<file path="config.mk">
export PLATFORM = sky130hd
export DESIGN_NAME = boot_loader
export DESIGN_NICKNAME = d
export VERILOG_FILES = /design/src/rtl/boot_loader.sv
export SDC_FILE = /design/constraint.sdc
export NUM_CORES = 1
export LEC_CHECK = 0
export CORE_MARGIN = 1.5
export CORE_UTILIZATION = 52
export CTS_BUF_LIST = sky130_fd_sc_hd__clkbuf_8
export DETAILED_ROUTE_END_ITERATION = 12
export PLACE_DENSITY = 0.79
export SETUP_SLACK_MARGIN = 0.1
export SYNTH_ARGS = -nofsm -noshare
export SYNTH_HDL_FRONTEND = slang
export SYNTH_SLANG_ARGS = --single-unit
</file>
<file path="constraint.sdc">
create_clock -name clk -period 2.49 [get_ports clk]
set_clock_uncertainty 0.05 [all_clocks]
set_input_delay 0.498 -clock clk [delete_from_list [all_inputs] [get_ports clk]]
set_output_delay 0.498 -clock clk [all_outputs]
set_load 0.03 [all_outputs]
</file>
<file path="src/rtl/boot_loader.sv">
// boot_loader: receives a byte-stream program image over valid/ready, packs
// big-endian 16-bit words into the CPU memory write port, holds the CPU in
// reset until the XOR checksum verifies, then reports when the CPU halts.
//
// Optional: define BOOT_TIMEOUT_EN to add an idle-byte watchdog. The loader
// errors out after TIMEOUT_CYC cycles without an accepted byte while it is
// waiting for input. Without the macro the loader waits for bytes forever.
//
//   state    | meaning
//   ---------+-------------------------------------------------------------
//   IDLE     | after reset, CPU held in reset, waiting for start
//   LEN_HI   | waiting for word-count high byte
//   LEN_LO   | waiting for word-count low byte, range-checks the count
//   DATA_HI  | waiting for data word high byte
//   DATA_LO  | waiting for data word low byte
//   WRITE    | single-cycle memory write of the assembled word
//   CHECK    | waiting for checksum byte
//   RUN      | CPU released, watching cpu_halt
//   HALTED   | CPU halted, done asserted, CPU left out of reset
//   ERROR    | bad length, bad checksum or timeout; CPU held in reset
module boot_loader #(
    parameter int ADDR_W      = 8,
    parameter int LOAD_BASE   = 0,
    parameter int TIMEOUT_CYC = 1024
) (
    input  logic              clk,
    input  logic              reset,
    input  logic              start,
    input  logic              in_valid,
    input  logic [7:0]        in_data,
    output logic              in_ready,
    output logic              mem_we,
    output logic [ADDR_W-1:0] mem_addr,
    output logic [15:0]       mem_wdata,
    output logic              cpu_reset,
    input  logic              cpu_halt,
    output logic              busy,
    output logic              done,
    output logic              error,
    output logic [ADDR_W:0]   words_loaded
);

    typedef enum logic [3:0] {
        S_IDLE,
        S_LEN_HI,
        S_LEN_LO,
        S_DATA_HI,
        S_DATA_LO,
        S_WRITE,
        S_CHECK,
        S_RUN,
        S_HALTED,
        S_ERROR
    } state_t;

    // Largest image that fits between LOAD_BASE and the top of memory.
    localparam int MAX_WORDS = (1 << ADDR_W) - LOAD_BASE;

    state_t            r_state;
    state_t            w_next;
    logic              r_in_ready;
    logic              r_mem_we;
    logic [ADDR_W-1:0] r_mem_addr;
    logic [15:0]       r_mem_wdata;
    logic              r_cpu_reset;
    logic              r_busy;
    logic              r_done;
    logic              r_error;
    logic [ADDR_W:0]   r_words;
    logic [7:0]        r_len_hi;
    logic [15:0]       r_len;
    logic [7:0]        r_data_hi;
    logic [7:0]        r_chk;

    logic              w_accept;
    logic [15:0]       w_len_new;
    logic              w_len_bad;
    logic              w_last_word;
    logic              w_start_load;
    logic              w_timeout;

    // in_ready is high exactly in the byte-waiting states.
    assign w_accept     = r_in_ready && in_valid;
    assign w_len_new    = {r_len_hi, in_data};
    assign w_len_bad    = {16'd0, w_len_new} > 32'(MAX_WORDS);
    assign w_last_word  = (17'(r_words) + 17'd1) == {1'b0, r_len};
    assign w_start_load = start &&
                          (r_state == S_IDLE || r_state == S_HALTED || r_state == S_ERROR);

`ifdef BOOT_TIMEOUT_EN
    localparam int              TO_W    = $clog2(TIMEOUT_CYC + 1);
    localparam logic [TO_W-1:0] TO_LOAD = TO_W'(TIMEOUT_CYC - 1);

    logic [TO_W-1:0] r_to_cnt;

    // Terminal count reached with no byte arriving in a waiting state.
    assign w_timeout = r_in_ready && !w_accept && (r_to_cnt == '0);

    // Idle-byte down-counter, reloaded on every accepted byte and state change.
    always_ff @(posedge clk or posedge reset) begin
        if (reset) begin
            r_to_cnt <= TO_LOAD;
        end else if (w_accept || (w_next != r_state)) begin
            r_to_cnt <= TO_LOAD;
        end else if (r_in_ready && (r_to_cnt != '0)) begin
            r_to_cnt <= r_to_cnt - TO_W'(1);
        end
    end
`else
    // Watchdog compiled out; this term is constant false.
    assign w_timeout = (TIMEOUT_CYC < 0);
`endif

    // Next-state selection from the current state and the handshake.
    always_comb begin
        w_next = r_state;
        case (r_state)
            S_IDLE, S_HALTED, S_ERROR: if (start) w_next = S_LEN_HI;
            S_LEN_HI:  if (w_accept) w_next = S_LEN_LO;
            S_LEN_LO: begin
                if (w_accept) begin
                    if (w_len_bad)              w_next = S_ERROR;
                    else if (w_len_new == '0)   w_next = S_CHECK;
                    else                        w_next = S_DATA_HI;
                end
            end
            S_DATA_HI: if (w_accept) w_next = S_DATA_LO;
            S_DATA_LO: if (w_accept) w_next = S_WRITE;
            S_WRITE:   w_next = w_last_word ? S_CHECK : S_DATA_HI;
            S_CHECK: begin
                if (w_accept) w_next = (in_data == r_chk) ? S_RUN : S_ERROR;
            end
            S_RUN:     if (cpu_halt) w_next = S_HALTED;
            default:   w_next = S_IDLE;
        endcase
        if (w_timeout) w_next = S_ERROR;
    end

    // State register, registered outputs decoded from the next state, datapath.
    always_ff @(posedge clk or posedge reset) begin
        if (reset) begin
            r_state     <= S_IDLE;
            r_in_ready  <= 1'b0;
            r_mem_we    <= 1'b0;
            r_mem_addr  <= ADDR_W'(LOAD_BASE);
            r_mem_wdata <= 16'd0;
            r_cpu_reset <= 1'b1;
            r_busy      <= 1'b0;
            r_done      <= 1'b0;
            r_error     <= 1'b0;
            r_words     <= '0;
            r_len_hi    <= 8'd0;
            r_len       <= 16'd0;
            r_data_hi   <= 8'd0;
            r_chk       <= 8'd0;
        end else begin
            r_state     <= w_next;
            r_in_ready  <= (w_next == S_LEN_HI)  || (w_next == S_LEN_LO) ||
                           (w_next == S_DATA_HI) || (w_next == S_DATA_LO) ||
                           (w_next == S_CHECK);
            r_busy      <= (w_next == S_LEN_HI)  || (w_next == S_LEN_LO) ||
                           (w_next == S_DATA_HI) || (w_next == S_DATA_LO) ||
                           (w_next == S_WRITE)   || (w_next == S_CHECK);
            r_mem_we    <= (w_next == S_WRITE);
            r_cpu_reset <= !((w_next == S_RUN) || (w_next == S_HALTED));
            r_done      <= (w_next == S_HALTED);
            r_error     <= (w_next == S_ERROR);

            if (w_start_load) begin
                r_chk   <= 8'd0;
                r_words <= '0;
            end else if (w_accept && (r_state != S_CHECK)) begin
                r_chk <= r_chk ^ in_data;
            end

            if (w_accept) begin
                case (r_state)
                    S_LEN_HI:  r_len_hi  <= in_data;
                    S_LEN_LO:  r_len     <= w_len_new;
                    S_DATA_HI: r_data_hi <= in_data;
                    S_DATA_LO: begin
                        r_mem_wdata <= {r_data_hi, in_data};
                        r_mem_addr  <= ADDR_W'(LOAD_BASE) + r_words[ADDR_W-1:0];
                    end
                    default: ;
                endcase
            end

            if (r_state == S_WRITE) begin
                r_words <= r_words + (ADDR_W+1)'(1);
            end
        end
    end

    assign in_ready     = r_in_ready;
    assign mem_we       = r_mem_we;
    assign mem_addr     = r_mem_addr;
    assign mem_wdata    = r_mem_wdata;
    assign cpu_reset    = r_cpu_reset;
    assign busy         = r_busy;
    assign done         = r_done;
    assign error        = r_error;
    assign words_loaded = r_words;

endmodule

</file>
==> results.rst, run 1 <==
.. list-table::
   :header-rows: 1

   * - Metric
     - Value
   * - Outcome
     - finished clean
   * - Power share of the sequential group
     - 0.418
   * - Clock group share of total power
     - 0.159
   * - Type of element launching the critical path
     - input pin
   * - Flops & latches, synth
     - 83
   * - Number of synthesized flops with an enable pin
     - 0
   * - CTS buffer count
     - 9
   * - Total inserted antenna cells
     - 0
   * - CTS tree
     - yes
   * - Switching portion of total power
     - 0.395
   * - Synth Net Count
     - 395
   * - Area fraction of the dominant cell type after synthesis
     - 0.518
   * - Number of antenna violations at the first check in global routing
     - 0
   * - Router iterations before antenna repair
     - 4
   * - Layout Cells excl Fill
     - 564
   * - Cells after synthesis
     - 381
   * - Cell Area, Synth
     - 3960 um2
   * - Remaining Overflow, GRT
     - 0
   * - Unrepaired setup endpoints after global routing
     - yes
   * - Crit-path slowest cell
     - sky130_fd_sc_hd__a2111oi_1
   * - Slew at the pin with the worst max-slew slack
     - 0.599 ns
   * - Drc violations
     - 0
   * - Mean routed wirelength per cell
     - 16.4 um
   * - Ranking of synthesized cells by instance count
     - sky130_fd_sc_hd__nand2_1, sky130_fd_sc_hd__dfrtp_1, sky130_fd_sc_hd__mux2_2
   * - Worst slew margin relative to its limit
     - 0.600
   * - Count of max-cap constraint violations
     - 0
   * - Total power per unit cell area
     - 1140 nW/um2
   * - Detail Route Antenna Nets
     - 0
   * - Slew Limit Fails
     - 0
   * - Avg Cell Area, Syn
     - 10.4 um2
   * - Utilization after layout
     - 0.690
   * - Fraction of final layout cells sized beyond drive strength 1
     - 0.226
   * - Post-route clock period utilization
     - 0.918
   * - Sequential-to-total area share from yosys stat
     - 0.525
   * - Most area-hungry cell type in the Yosys netlist
     - sky130_fd_sc_hd__dfrtp_1
   * - Dominant synthesized flop cell
     - sky130_fd_sc_hd__dfrtp_1
   * - Buf+Inv Stages, Crit Path
     - 1
   * - Count leader, synth
     - sky130_fd_sc_hd__nand2_1
   * - Post-DP HPWL
     - 6.66 mm
   * - Boundary pin count
     - 52
   * - Crit path required time
     - 2.72 ns
   * - Instance count after placement with tap cells included
     - 544
   * - Die area
     - 8140 um2
   * - Count of warnings emitted by yosys
     - 0
   * - Type of the most critical hold path
     - reg -> reg
   * - Critical setup path kind
     - in -> reg
   * - Net switching power
     - 2270 uW
   * - Number of fill cells
     - 568
   * - Global-route wire length before repair
     - 15.4 mm
   * - List of cells traversed by the critical path
     - clkdlybuf4s50_1 > xor2_1 > nor4_2 > a2111oi_1 > o41ai_4 > a211oi_2 > a31oi_1
   * - Layout Nets
     - 474
   * - Post-CTS clock slew at the launch and capture registers of the worst setup and hold paths
     - 0.08 ns
   * - Shortest period the worst path allows
     - 2.29 ns
   * - Count of unique library cells instantiated by Yosys
     - 56
   * - Total wirelength of the detailed-routed design
     - 9.26 mm
   * - Clock tree root buffer cell
     - sky130_fd_sc_hd__clkbuf_8
   * - Cell family with most CP delay
     - compound AO/OA/AOI/OAI gates
   * - Overall track demand over capacity in global routing
     - 0.240
   * - Level count of the clock H-tree
     - 3
   * - Post-synthesis to final-layout area growth
     - 27.1%
   * - Vias post-DR
     - 3090
   * - Clock Sinks
     - 83
   * - Core region area
     - 7290 um2
   * - Element type at the critical path end
     - flip-flop
   * - Count of input and output buffers
     - 51
   * - Number of endpoints with negative hold slack in the final report
     - 0
   * - Cell types with the largest area share after synthesis
     - sky130_fd_sc_hd__dfrtp_1, sky130_fd_sc_hd__mux2_2, sky130_fd_sc_hd__nand2_1
   * - Peak VDD IR
     - 687 uV
   * - Endpoint arrival time on the critical path
     - 2.51 ns
   * - Final weighted congestion of routability-driven global placement
     - 0.908
   * - Buffer depth of the longest clock path
     - 2
   * - Die extent in y
     - 90.2 um
   * - Horizontal extent of the die
     - 90.2 um
   * - Number of endpoints failing setup at the final stage
     - 0
   * - Pin count of the biggest net entering global routing
     - 40
   * - Max frequency
     - 0.437 GHz
   * - Cts-stage hold buffer count
     - 0
   * - Share of synthesized flip-flops with an asynchronous set or reset
     - 1.00
   * - Largest stage delay on the critical path
     - 0.61 ns
   * - Initial core utilization
     - 0.543
   * - Worst hold-check slack
     - 0.422 ns
   * - Number of global-route vias before repair
     - 3047
   * - Top fanout value on the critical path
     - 4
   * - Routed vias/inst
     - 5.48
   * - Iteration-0 DRC count of the detailed router
     - 289
   * - Placement row count
     - 31
   * - Combinational share of power
     - 0.423
   * - Clock Latency Late Sink
     - 0.36 ns
   * - Total internal power
     - 3470 uW
   * - Leak pwr
     - 0.00228 uW
[power by group through the flow]
stage | Combinational [uW] | Clock, uW | Sequential, uW
5_1_grt | 2630 | 987 | 2460
6_report | 2430 | 912 | 2400
3_5_place_dp | 2380 | 0 | 2410
4_1_cts | 2400 | 937 | 2400
3_3_place_gp | 2310 | 0 | 2380
2_1_floorplan | 1190 | 0 | 2680
[state kept, by name, summed over array words and instances, names as in the netlist, 4 cells and up]
name and flops:
mem_wdata 16, r_len_hi 8, mem_addr 8, words_loaded 9
r_data_hi 8, r_len 16, r_chk 8, r_state 4
[timing repair]
item | in CTS | in global routing
pin swaps | 0 | 3
resized for setup | 2 | 8
setup buffers | 0 | 4
endpoints found under the setup margin | 4 | 5
hold endpoints to repair | 0 | 0
[worst reg2reg max path, stage by stage, from the launching register on]
cell,delay [ns]
sky130_fd_sc_hd__dfrtp_2,0.44
sky130_fd_sc_hd__ha_4,0.19
sky130_fd_sc_hd__nand4_1,0.17
sky130_fd_sc_hd__buf_4,0.22
sky130_fd_sc_hd__o32a_1,0.33
sky130_fd_sc_hd__o22ai_1,0.25
sky130_fd_sc_hd__nand3_2,0.13
sky130_fd_sc_hd__a21o_1,0.23
sky130_fd_sc_hd__and2_1,0.16
[kinds of logic after synthesis]
kind of cell | Yosys count | synth area share
flops | 83 | 0.525
buf+inv | 23 | 0.0275
compound gates | 59 | 0.108
simple gates | 155 | 0.183
fa+ha+maj | 1 | 0.00316
mux | 32 | 0.0911
xor+xnor | 28 | 0.0620
[through the flow]
step,total power (uW),TNS [ns],setup slack (ns),cell area (um2)
3_3_place_gp,4700,-0.795,-0.189,4760
6_report,5740,0,0.204,5030
2_1_floorplan,3870,0,0.148,3960
5_1_grt,6080,0,0.0955,5030
4_1_cts,5730,0,0.105,4950
3_5_place_dp,4800,-1.03,-0.225,4760
[per-layer routing]
metal	part of all wire	routed length, um	vias to the layer above	track usage
li1	-	-	1478	-
met1	0.45	4180	1505	0.329
met2	0.48	4460	89	0.371
met3	0.040	374	18	0.0321
met4	0.026	244	0	0.128
met5	0	0	-	0
[path summary, 6_finish.rpt]
check                           startpoint            end  slack [ns]  cells after the start
setup / recovery                in_data[7]      cpu_reset        0.20                      7
hold / removal                r_data_hi[3]  mem_wdata[11]        0.42                      2
setup reg to reg           words_loaded[1]          error        0.21                      8
hold reg to reg               r_data_hi[3]  mem_wdata[11]        0.42                      2
max in group asynchronous            reset       r_chk[2]        1.31                      3
min in group asynchronous            reset   r_data_hi[7]        0.50                      2
[cell usage in the layout (no fill, tap or decap), drive strengths merged, types with 2 or more instances in the layout]
master,instances
clkinvlp,3
buf,34
o211ai,2
o41ai,4
nand3,8
nor2,29
o31ai,3
o22ai,2
dfrtp,82
o21bai,3
mux2,32
nand2b,3
a211oi,4
nor3,3
a31oi,4
nand2,88
xor2,23
nand4,4
a21oi,5
nor4,5
a21o,2
and3,3
and2,4
or4,4
clkbuf,11
xnor2,5
clkdlybuf4s50,51
o21ai,20
inv,7
[final cells by class]
class | count | area [um2] | area share
tap | 99 | 124 | 0.0246
multi-input combinational | 275 | 1820 | 0.362
clock inverter | 5 | 36.3 | 0.00722
clock buffer | 11 | 151 | 0.0301
sequential | 83 | 2080 | 0.414
timing repair buffer | 85 | 791 | 0.157
inverter | 6 | 26.3 | 0.00523
No activity file was read; power rests on OpenSTA's default activity.
==> run 2, diff against run 1 <==
--- a/config.mk
+++ b/config.mk
@@ -6,10 +6,10 @@
 export NUM_CORES = 1
 export LEC_CHECK = 0
 export CORE_MARGIN = 1.5
-export CORE_UTILIZATION = 52
+export CORE_UTILIZATION = 40
 export CTS_BUF_LIST = sky130_fd_sc_hd__clkbuf_8
 export DETAILED_ROUTE_END_ITERATION = 12
-export PLACE_DENSITY = 0.79
+export PLACE_DENSITY = 0.63
 export SETUP_SLACK_MARGIN = 0.1
 export SYNTH_ARGS = -nofsm -noshare
 export SYNTH_HDL_FRONTEND = slang
==> run 2 against run 1 <==
Net effect:
- cell area shrank 0.47%
- sequential share of layout area grew 0.20 points
- register-to-register slack is essentially flat
- non-clock buffer count shrank 3
- critical path depth grew 1
- largest power group unchanged
- highest routed layer unchanged
==> results.rst, run 2 (synthesized netlist as in run 1, its figures left out) <==
.. list-table::
   :header-rows: 1

   * - Metric
     - Value
   * - Buf+Inv Stages, Crit Path
     - 1 (unchanged)
   * - Leak pwr
     - 0.00226 uW (was 0.00228 uW)
   * - R2R Setup Slk
     - 0.20 ns (was 0.21 ns)
   * - Element type at the critical path end
     - flip-flop (unchanged)
   * - Largest stage delay on the critical path
     - 0.36 ns (was 0.61 ns)
   * - Worst slew margin relative to its limit
     - 0.628 (was 0.600)
   * - Crit path required time
     - 2.69 ns (was 2.72 ns)
   * - Type of element launching the critical path
     - flip-flop (was input pin)
   * - Setup TNS after final layout
     - 0 ns (unchanged)
   * - Die extent in y
     - 102 um (was 90.2 um)
   * - Worst hold-check slack
     - 0.429 ns (was 0.422 ns)
   * - Total wirelength of the detailed-routed design
     - 9.03 mm (was 9.26 mm)
   * - Number of endpoints with negative hold slack in the final report
     - 0 (unchanged)
   * - Number of global-route vias before repair
     - 3094 (was 3047)
   * - Clock group share of total power
     - 0.170 (was 0.159)
   * - Post-route clock period utilization
     - 0.921 (was 0.918)
   * - Slew Limit Fails
     - 0 (unchanged)
   * - Peak VDD IR
     - 398 uV (was 687 uV)
   * - Number of endpoints failing setup at the final stage
     - 0 (unchanged)
   * - Worst R2R Path Depth
     - 8 (unchanged)
   * - Pin count of the biggest net entering global routing
     - 84 (was 40)
   * - Crit-path slowest cell
     - sky130_fd_sc_hd__dfrtp_1 (was sky130_fd_sc_hd__a2111oi_1)
   * - Endpoint arrival time on the critical path
     - 2.50 ns (was 2.51 ns)
   * - Clock tree root buffer cell
     - sky130_fd_sc_hd__clkbuf_8 (unchanged)
   * - Remaining Overflow, GRT
     - 0 (unchanged)
   * - Iteration-0 DRC count of the detailed router
     - 147 (was 289)
   * - CTS buffer count
     - 9 (unchanged)
   * - Overall track demand over capacity in global routing
     - 0.192 (was 0.240)
   * - Total inserted antenna cells
     - 0 (unchanged)
   * - Unrepaired setup endpoints after global routing
     - no (was yes)
   * - Critical setup path kind
     - reg -> reg (was in -> reg)
   * - Cts-stage hold buffer count
     - 0 (unchanged)
   * - Startpoint of the worst hold path
     - r_data_hi[3] (unchanged)
   * - Outcome
     - finished clean (unchanged)
   * - Shortest period the worst path allows
     - 2.29 ns (about the same)
   * - Cell family with most CP delay
     - simple AND/OR/NAND/NOR gates (was compound AO/OA/AOI/OAI gates)
   * - Clock Latency Late Sink
     - 0.36 ns (about the same)
   * - Post-layout instance area
     - 5000 um2 (was 5030 um2)
   * - Mean routed wirelength per cell
     - 15.2 um (was 16.4 um)
   * - Net switching power
     - 2190 uW (was 2270 uW)
   * - Layout Nets
     - 471 (was 474)
   * - Horizontal extent of the die
     - 102 um (was 90.2 um)
   * - Most common library cell in the layout ignoring fill and taps
     - sky130_fd_sc_hd__nand2_1 (unchanged)
   * - Final weighted congestion of routability-driven global placement
     - 0.857 (was 0.908)
   * - Routed vias/inst
     - 5.21 (was 5.48)
   * - Type of the most critical hold path
     - reg -> reg (unchanged)
   * - Hold Path End
     - mem_wdata[11] (unchanged)
   * - Buffer depth of the longest clock path
     - 2 (unchanged)
   * - Core region area
     - 9680 um2 (was 7290 um2)
   * - Combinational share of power
     - 0.422 (was 0.423)
   * - Global-route wire length before repair
     - 15.2 mm (was 15.4 mm)
   * - Fraction of final layout cells sized beyond drive strength 1
     - 0.208 (was 0.226)
   * - Power share of the sequential group
     - 0.408 (was 0.418)
   * - Total power per unit cell area
     - 1140 nW/um2 (about the same)
   * - Detail Route Antenna Nets
     - 0 (unchanged)
   * - Placement row count
     - 36 (was 31)
   * - Count of input and output buffers
     - 51 (unchanged)
   * - List of cells traversed by the critical path
     - buf_4 > and3_1 > nand3_4 > o31a_1 > nor4_4 > nand3_2 > a21o_1 > and2_1 (was clkdlybuf4s50_1 > xor2_1 > nor4_2 > a2111oi_1 > o41ai_4 > a211oi_2 > a31oi_1)
   * - Slew at the pin with the worst max-slew slack
     - 0.556 ns (was 0.599 ns)
   * - Post-DP HPWL
     - 6.40 mm (was 6.66 mm)
   * - Drc violations
     - 0 (unchanged)
   * - Capturing point of the worst reg2reg path
     - error (unchanged)
   * - Area after detailed placement
     - 4780 um2 (was 4760 um2)
   * - Number of stages on the worst hold path
     - 2 (unchanged)
   * - Number of antenna violations at the first check in global routing
     - 0 (unchanged)
   * - Clock Sinks
     - 83 (unchanged)
   * - Switching portion of total power
     - 0.383 (was 0.395)
   * - Die area
     - 10500 um2 (was 8140 um2)
   * - Utilization after layout
     - 0.517 (was 0.690)
   * - Router iterations before antenna repair
     - 4 (unchanged)
   * - Initial core utilization
     - 0.409 (was 0.543)
   * - Reg-to-Reg Start
     - words_loaded[0] (was words_loaded[1])
   * - Boundary pin count
     - 52 (unchanged)
   * - Post-synthesis to final-layout area growth
     - 26.5% (was 27.1%)
   * - Top fanout value on the critical path
     - 9 (was 4)
   * - Vias post-DR
     - 3098 (was 3090)
   * - Commonest non-fill, non-tap cells in the layout
     - sky130_fd_sc_hd__nand2_1, sky130_fd_sc_hd__dfrtp_1, sky130_fd_sc_hd__clkdlybuf4s50_1 (unchanged)
   * - Total internal power
     - 3530 uW (was 3470 uW)
   * - Post-CTS clock slew at the launch and capture registers of the worst setup and hold paths
     - 0.08 ns (about the same)
   * - Count of max-cap constraint violations
     - 0 (unchanged)
   * - Level count of the clock H-tree
     - 3 (unchanged)
   * - Max frequency
     - 0.436 GHz (was 0.437 GHz)
   * - CTS tree
     - yes (unchanged)
==> run 2: layout make-up <==
class                      count  area, um2
multi-input combinational    275       1780
clock inverter                 6       57.6
tap                          133        166
sequential                    83       2080
clock buffer                  10        138
fill                         888       4680
timing repair buffer          82        756
inverter                       6       26.3
==> run 2: power groups by stage <==
stage,registers (uW),logic (uW),clock network [uW]
2_1_floorplan,2680,1190,0
3_3_place_gp,2350,2370,0
3_5_place_dp,2360,2420,0
4_1_cts,2340,2430,994
5_1_grt,2420,2630,1060
6_report,2340,2410,970
==> run 2: repair_timing <==
action / CTS / global route
pin swaps: 1 / 1
gates resized for setup: 1 / 3
setup endpoints to repair: 3 / 5
endpoints found under the hold margin: 0 / 0
setup buffers: 2 / 0
==> run 2: worst max path at each step <==
stage                    start   endpoint  slack (ns)  cells after the start
3_5_place_dp        in_data[4]       busy       -0.27                      7
5_1_grt        words_loaded[0]       busy        0.10                      8
4_1_cts             in_data[4]       busy        0.11                      7
3_3_place_gp        in_data[7]  cpu_reset       -0.21                      8
6_report       words_loaded[0]      error        0.20                      8
2_1_floorplan  words_loaded[0]       busy        0.15                      8
==> run 2: layer usage <==
layer | GRT usage | vias to the layer above | wire, um
met5 | 0 | - | 0
met4 | 0.0959 | 0 | 292
met3 | 0.0458 | 24 | 364
met2 | 0.285 | 82 | 4250
met1 | 0.263 | 1523 | 4120
li1 | - | 1469 | -
==> run 2: worst register-to-register path: cells and delay by family, from the launching register on <==
family                 cells  cell delay [ns]
buffers and inverters      1             0.17
and+or+nand+nor            5             1.04
AOI/OAI and AO/OA          2             0.58
DFF                        1             0.36
==> run 2: per-stage QoR <==
stage / power, uW / cells / worst slack [ns]
floorplan: 3870 / 381 / 0.148
global route: 6120 / 595 / 0.102
finish: 5720 / 595 / 0.197
CTS: 5760 / 595 / 0.110
detailed placement: 4780 / 577 / -0.268
global placement: 4720 / 577 / -0.209
==> run 3, diff against run 2 <==
--- a/config.mk
+++ b/config.mk
@@ -8,7 +8,9 @@
 export CORE_MARGIN = 1.5
 export CORE_UTILIZATION = 40
 export CTS_BUF_LIST = sky130_fd_sc_hd__clkbuf_8
+export CTS_CLUSTER_SIZE = 24
 export DETAILED_ROUTE_END_ITERATION = 12
+export GPL_ROUTABILITY_DRIVEN = 0
 export PLACE_DENSITY = 0.63
 export SETUP_SLACK_MARGIN = 0.1
 export SYNTH_ARGS = -nofsm -noshare
==> results of run 3 <==
Same layout as run 2: the final DEF is identical, and so are final timing and power.
